## src/rtl/uart_rx_ctrl_if.sv

```systemverilog
// uart_rx_ctrl_if: receiver/bus-side signal bundle for the UART receive controller.
interface uart_rx_ctrl_if #(parameter int DEPTH = 8);
    localparam int AW = $clog2(DEPTH);
    logic          b_tick;
    logic          rx_done;
    logic [7:0]    rx_data;
    logic          en;
    logic          flush;
    logic [AW:0]   thresh;
    logic          rd_en;
    logic          clr_ovr;
    logic [7:0]    rd_data;
    logic [AW:0]   level;
    logic          empty;
    logic          full;
    logic          overrun;
    logic          timeout;
    logic          irq;
    modport master (
        output b_tick, rx_done, rx_data, en, flush, thresh, rd_en, clr_ovr,
        input  rd_data, level, empty, full, overrun, timeout, irq
    );
    modport slave (
        input  b_tick, rx_done, rx_data, en, flush, thresh, rd_en, clr_ovr,
        output rd_data, level, empty, full, overrun, timeout, irq
    );
endinterface

```

## src/rtl/uart_rx_ctrl.sv

```systemverilog
// uart_rx_ctrl: show-ahead receive FIFO with overrun tracking, idle-line timeout and level interrupt.
module uart_rx_ctrl #(
    parameter int DEPTH    = 8,
    parameter int TO_TICKS = 176
) (
    input logic           clk,
    input logic           rst,
    uart_rx_ctrl_if.slave bus
);
    localparam int AW = $clog2(DEPTH);
    localparam int CW = $clog2(TO_TICKS);
    localparam logic [CW-1:0] LAST = CW'(TO_TICKS - 1);

    typedef enum logic [1:0] {IDLE, ARMED, FIRED} state_t;

    logic [7:0]    mem [DEPTH];
    logic [AW-1:0] wr_ptr, rd_ptr;
    logic [AW:0]   level, level_d;
    logic          push, pop, do_wr, ovr_set, overrun;
    logic [CW-1:0] cnt_q, cnt_d;
    state_t        state_q, state_d;

    assign push    = bus.en & bus.rx_done & ~bus.flush;
    assign pop     = bus.rd_en & ~bus.empty & ~bus.flush;
    // a push into a full FIFO only lands if a pop frees the slot in the same cycle
    assign do_wr   = push & (~bus.full | pop);
    assign ovr_set = push & bus.full & ~pop;
    assign level_d = level + (AW+1)'(do_wr) - (AW+1)'(pop);

    always_ff @(posedge clk)
        if (do_wr) mem[wr_ptr] <= bus.rx_data;

    always_ff @(posedge clk or posedge rst) begin
        if (rst) begin
            wr_ptr  <= '0;
            rd_ptr  <= '0;
            level   <= '0;
            overrun <= 1'b0;
            state_q <= IDLE;
            cnt_q   <= '0;
        end else begin
            wr_ptr  <= bus.flush ? '0 : wr_ptr + AW'(do_wr);
            rd_ptr  <= bus.flush ? '0 : rd_ptr + AW'(pop);
            level   <= bus.flush ? '0 : level_d;
            overrun <= ovr_set | (overrun & ~bus.clr_ovr);
            state_q <= state_d;
            cnt_q   <= cnt_d;
        end
    end

    always_comb begin
        state_d = state_q;
        cnt_d   = cnt_q;
        if (bus.flush) begin
            state_d = IDLE;
            cnt_d   = '0;
        end else if (push | pop) begin
            state_d = (level_d == '0) ? IDLE : ARMED;
            cnt_d   = '0;
        end else if (state_q == ARMED && bus.b_tick) begin
            state_d = (cnt_q == LAST) ? FIRED : ARMED;
            cnt_d   = cnt_q + CW'(cnt_q != LAST);
        end
    end

    assign bus.rd_data = mem[rd_ptr];
    assign bus.level   = level;
    assign bus.empty   = level == '0;
    assign bus.full    = level == (AW+1)'(DEPTH);
    assign bus.overrun = overrun;
    assign bus.timeout = state_q == FIRED;
    assign bus.irq     = ((bus.thresh != '0) && (level >= bus.thresh)) | bus.timeout | overrun;
endmodule
```

## src/flat_wrapper.sv

```systemverilog
// flat-port wrapper written by rule: the top's interface ports become plain ports
module uart_rx_ctrl_flat 
#(
    parameter int DEPTH    = 8,
    parameter int TO_TICKS = 176
)
  (clk, rst, bus_b_tick, bus_rx_done, bus_rx_data, bus_en, bus_flush, bus_thresh, bus_rd_en, bus_clr_ovr, bus_rd_data, bus_level, bus_empty, bus_full, bus_overrun, bus_timeout, bus_irq);
  uart_rx_ctrl_if #(.DEPTH(DEPTH)) bus_i ();
  input logic clk;
  input logic rst;
  input wire logic [$bits(bus_i.b_tick)-1:0] bus_b_tick;
  input wire logic [$bits(bus_i.rx_done)-1:0] bus_rx_done;
  input wire logic [$bits(bus_i.rx_data)-1:0] bus_rx_data;
  input wire logic [$bits(bus_i.en)-1:0] bus_en;
  input wire logic [$bits(bus_i.flush)-1:0] bus_flush;
  input wire logic [$bits(bus_i.thresh)-1:0] bus_thresh;
  input wire logic [$bits(bus_i.rd_en)-1:0] bus_rd_en;
  input wire logic [$bits(bus_i.clr_ovr)-1:0] bus_clr_ovr;
  output wire logic [$bits(bus_i.rd_data)-1:0] bus_rd_data;
  output wire logic [$bits(bus_i.level)-1:0] bus_level;
  output wire logic [$bits(bus_i.empty)-1:0] bus_empty;
  output wire logic [$bits(bus_i.full)-1:0] bus_full;
  output wire logic [$bits(bus_i.overrun)-1:0] bus_overrun;
  output wire logic [$bits(bus_i.timeout)-1:0] bus_timeout;
  output wire logic [$bits(bus_i.irq)-1:0] bus_irq;
  assign bus_i.b_tick = bus_b_tick;
  assign bus_i.rx_done = bus_rx_done;
  assign bus_i.rx_data = bus_rx_data;
  assign bus_i.en = bus_en;
  assign bus_i.flush = bus_flush;
  assign bus_i.thresh = bus_thresh;
  assign bus_i.rd_en = bus_rd_en;
  assign bus_i.clr_ovr = bus_clr_ovr;
  assign bus_rd_data = bus_i.rd_data;
  assign bus_level = bus_i.level;
  assign bus_empty = bus_i.empty;
  assign bus_full = bus_i.full;
  assign bus_overrun = bus_i.overrun;
  assign bus_timeout = bus_i.timeout;
  assign bus_irq = bus_i.irq;
  uart_rx_ctrl #(.DEPTH(DEPTH), .TO_TICKS(TO_TICKS)) u_core (.clk(clk), .rst(rst), .bus(bus_i));
endmodule
```

## config.mk

```make
export PLATFORM = sky130hd
export DESIGN_NAME = uart_rx_ctrl_flat
export DESIGN_NICKNAME = d
export VERILOG_FILES = /design/src/rtl/uart_rx_ctrl_if.sv /design/src/rtl/uart_rx_ctrl.sv /design/src/flat_wrapper.sv
export SDC_FILE = /design/constraint.sdc
export NUM_CORES = 1
export LEC_CHECK = 0
export CAP_MARGIN = 10
export CORE_MARGIN = 5
export CORE_UTILIZATION = 35
export CTS_CLUSTER_DIAMETER = 60
export DETAILED_ROUTE_END_ITERATION = 16
export PLACE_DENSITY = 0.5
export SYNTH_ARGS = -nofsm -noshare
export SYNTH_HDL_FRONTEND = slang
export SYNTH_SLANG_ARGS = --single-unit
```

## constraint.sdc

```tcl
create_clock -name clk -period 3.82 [get_ports clk]
set_input_delay 0.573 -clock clk [delete_from_list [all_inputs] [get_ports clk]]
set_output_delay 0.573 -clock clk [all_outputs]
set_load 0.1 [all_outputs]
```

==> run metrics <==
Finished Layout Cells 432; Resized Gates After CTS 0; vias in the first global route between 2000 and 2500; worst slew pin tran about 1 ns; Pleak roughly 1.7 nW; die area 13100 um^2; Critical Path AT approximately 2.4 ns; DPL Wire Length approximately 5000 um; CTS Buf Count 9; via count a little over 2000; switch share 0.369; fmax ~330 MHz; Final Cycle Share 0.788; CTS tree done; Starting Density 0.355; Cell Int Power between 0.0015 and 0.002 W; Multi-input gate area ~1300 um^2; r2r endpoint u_core.state_q[0]$_DFFE_PP0P_; Critical Path RT ~3.3 ns; row count 38; Setup crit start kind flip-flop; synthesized flop and latch total 85; placed insts between 400 and 500; Sequential Power Share 0.424; Max Root-Sink Buffers 2; Worst Setup Path Type flip-flop to output pin; commonest cells after routing, fill and taps aside 64 x edfxtp_1, 25 x clkdlybuf4s50_1, 21 x buf_4, 21 x dfrtp_1, 20 x nor2_1; most common cell after layout, fill and taps aside edfxtp_1; unrepaired setup endpoints after global routing false; Net Count, Synth roughly 270; FF/Latch Area around 2400 um^2; Layout fillers about 1000; grt total ovfl 0; diode count 0; Port-buffer cells 36; initial antenna violation count 0; setup bufs post-CTS 0; RePlAce Congestion 0.722; max-slew violations 0; Yosys warnings 0; first-pass iteration count of the detailed router 4; via density per instance roughly 4.8; clock power share 0.258; Core Area about 11000 um^2; root buffer cell clkbuf_8; status finished clean; Post-Syn Area between 3000 and 4000 um^2; Hold Vio Cnt, Final 0; R2R depth 11; Post-CTS Hold Buffers 0; DRT antenna net count 0; Cells after Synth around 240; layout cells sized above 1 0.175; Clk Latency, worst-skew pair between 0.3 and 0.4 ns; reg2reg start u_core.bus.level[2]$_DFF_PP0_; post-synth top area cell edfxtp_1; worst rel slew slack 0.347; Chip Width about 110 um; r2r setup slk between 1 and 1.5 ns; H-tree depth 3; Worst Hold Depth 1; register area share after synthesis 0.641; peak supply drop 0.464 mV; # setup viols final 0; Final Critical Period about 3 ns; IO Count 37; maximum capacitance violations 0; Tot Pwr around 0.0025 W; Total Routing Usage GR 0.118; Hold Path Sink u_core.state_q[1]$_DFFE_PP0P_; Post-synth ARST share 0.247; min-delay worst type flip-flop to flip-flop; Comb pwr share 0.318; die height 114 um; Synth cell types 40; EDFF count, synth 64; Synth area leaders edfxtp_1 50%, dfrtp_1 14%, mux4_1 11%, ha_1 5.2%, mux2_2 2.4%; Initial DRC Count 55; worst hold slack 0.547 ns; DRC violations left 0; mean area per synthesized cell roughly 16 um^2; final WL between 7000 and 8000 um; cell area power density approximately 550 nW/um^2; Net Sw Power 0.000930 W; nets about 320; WL per Instance 16.7 um; Crit. End Element output pin; first-pass GRT wire length between 10000 and 15000 um; final setup skew just under 0.01 ns; top_reg_cell synth edfxtp_1; largest net degree at the start of global routing 22; Clk pin slew, worst setup/hold paths 0.09 ns; CTS sink cnt 85; P&R area growth vs syn 19.4%; crit path max fanout 9; final core utilization 0.424; area share of the largest cell type after synthesis 0.503; Hold Path Origin u_core.state_q[1]$_DFFE_PP0P_
## Yosys cell counts, types with 2 or more instances
cell       n
o31a_1     2
nor2_1    20
nand3_1    4
nand3b_1   2
edfxtp_1  64
inv_1     15
nor3_1     2
a21o_1     3
mux2_2     8
ha_1      16
o21ai_1    2
o21ai_0    4
dfrtp_1   21
a21oi_1    7
nor2b_1    8
mux4_1    16
clkbuf_1   4
nand2_1    9
xnor2_1    5
nand2b_1   4
o221a_2    2
## power groups by stage
stage               clock network, W  registers (W)  logic [W]
finish                      0.000651        0.00107   0.000801
global route                0.000710        0.00108   0.000858
CTS                         0.000676        0.00107   0.000811
detailed placement                 0        0.00109   0.000809
global placement                   0        0.00109   0.000811
floorplan                          0        0.00118   0.000550
## state kept, by name, summed over array words and instances (netlist names)
signal	cells
u_core.bus.level	4
u_core.bus.overrun	1
u_core.cnt_q	8
u_core.mem	64
u_core.rd_ptr	3
u_core.state_q	2
u_core.wr_ptr	3
## metal layers
layer / vias up / share of wire / track usage
li1: 1005 / - / -
met4: 0 / 0.010 / 0.0309
met2: 32 / 0.49 / 0.197
met3: 8 / 0.031 / 0.0317
met1: 1031 / 0.47 / 0.152
met5: - / 0 / 0
## final cells by class
class / instances / area share
multi-input cells: 130 / 0.279
inverters: 15 / 0.0123
clock buffers: 9 / 0.0272
repair buffers: 46 / 0.0895
flip-flops and latches: 85 / 0.537
clock inverters: 7 / 0.0173
well taps: 140 / 0.0384
## critical path, cell delays in order (launching register included)
cell,delay (ns)
dfrtp_1,0.67
buf_4,0.31
mux4_1,0.57
mux2_2,0.30
buf_4,0.24
## how the worst max path moves through the flow
stage,cells past startpoint,end,startpoint
after floorplan,9,u_core.state_q[0]$_DFFE_PP0P_,u_core.bus.level[3]$_DFF_PP0_
after global placement,8,u_core.mem[7][5]$_DFFE_PP_,bus_flush
after detailed placement,8,u_core.mem[6][5]$_DFFE_PP_,bus_flush
after CTS,4,bus_rd_data[3],u_core.rd_ptr[0]$_DFF_PP0_
after global routing,4,bus_rd_data[2],u_core.rd_ptr[0]$_DFF_PP0_
final,4,bus_rd_data[3],u_core.rd_ptr[0]$_DFF_PP0_
## per-stage QoR
| stage | worst slack (ns) | cell area (um^2) | TNS, ns |
|---|---|---|---|
| after global routing | 0.670 | 4560 | 0 |
| final | 0.809 | 4560 | 0 |
| after global placement | 0.670 | 4360 | 0 |
| after detailed placement | 0.715 | 4360 | 0 |
| after CTS | 0.741 | 4560 | 0 |
| after floorplan | -0.299 | 3820 | -0.299 |
## cells by family after synthesis
group,after synthesis,share of synthesized area
and+or+nand+nor,60,0.0858
AOI/OAI and AO/OA,24,0.0426
buffers and inverters,22,0.0282
xor gates and xnor gates,5,0.0115
DFF,85,0.641
adders and majority gates,17,0.0576
muxes,24,0.134
Power figures use the tool's default switching activity.
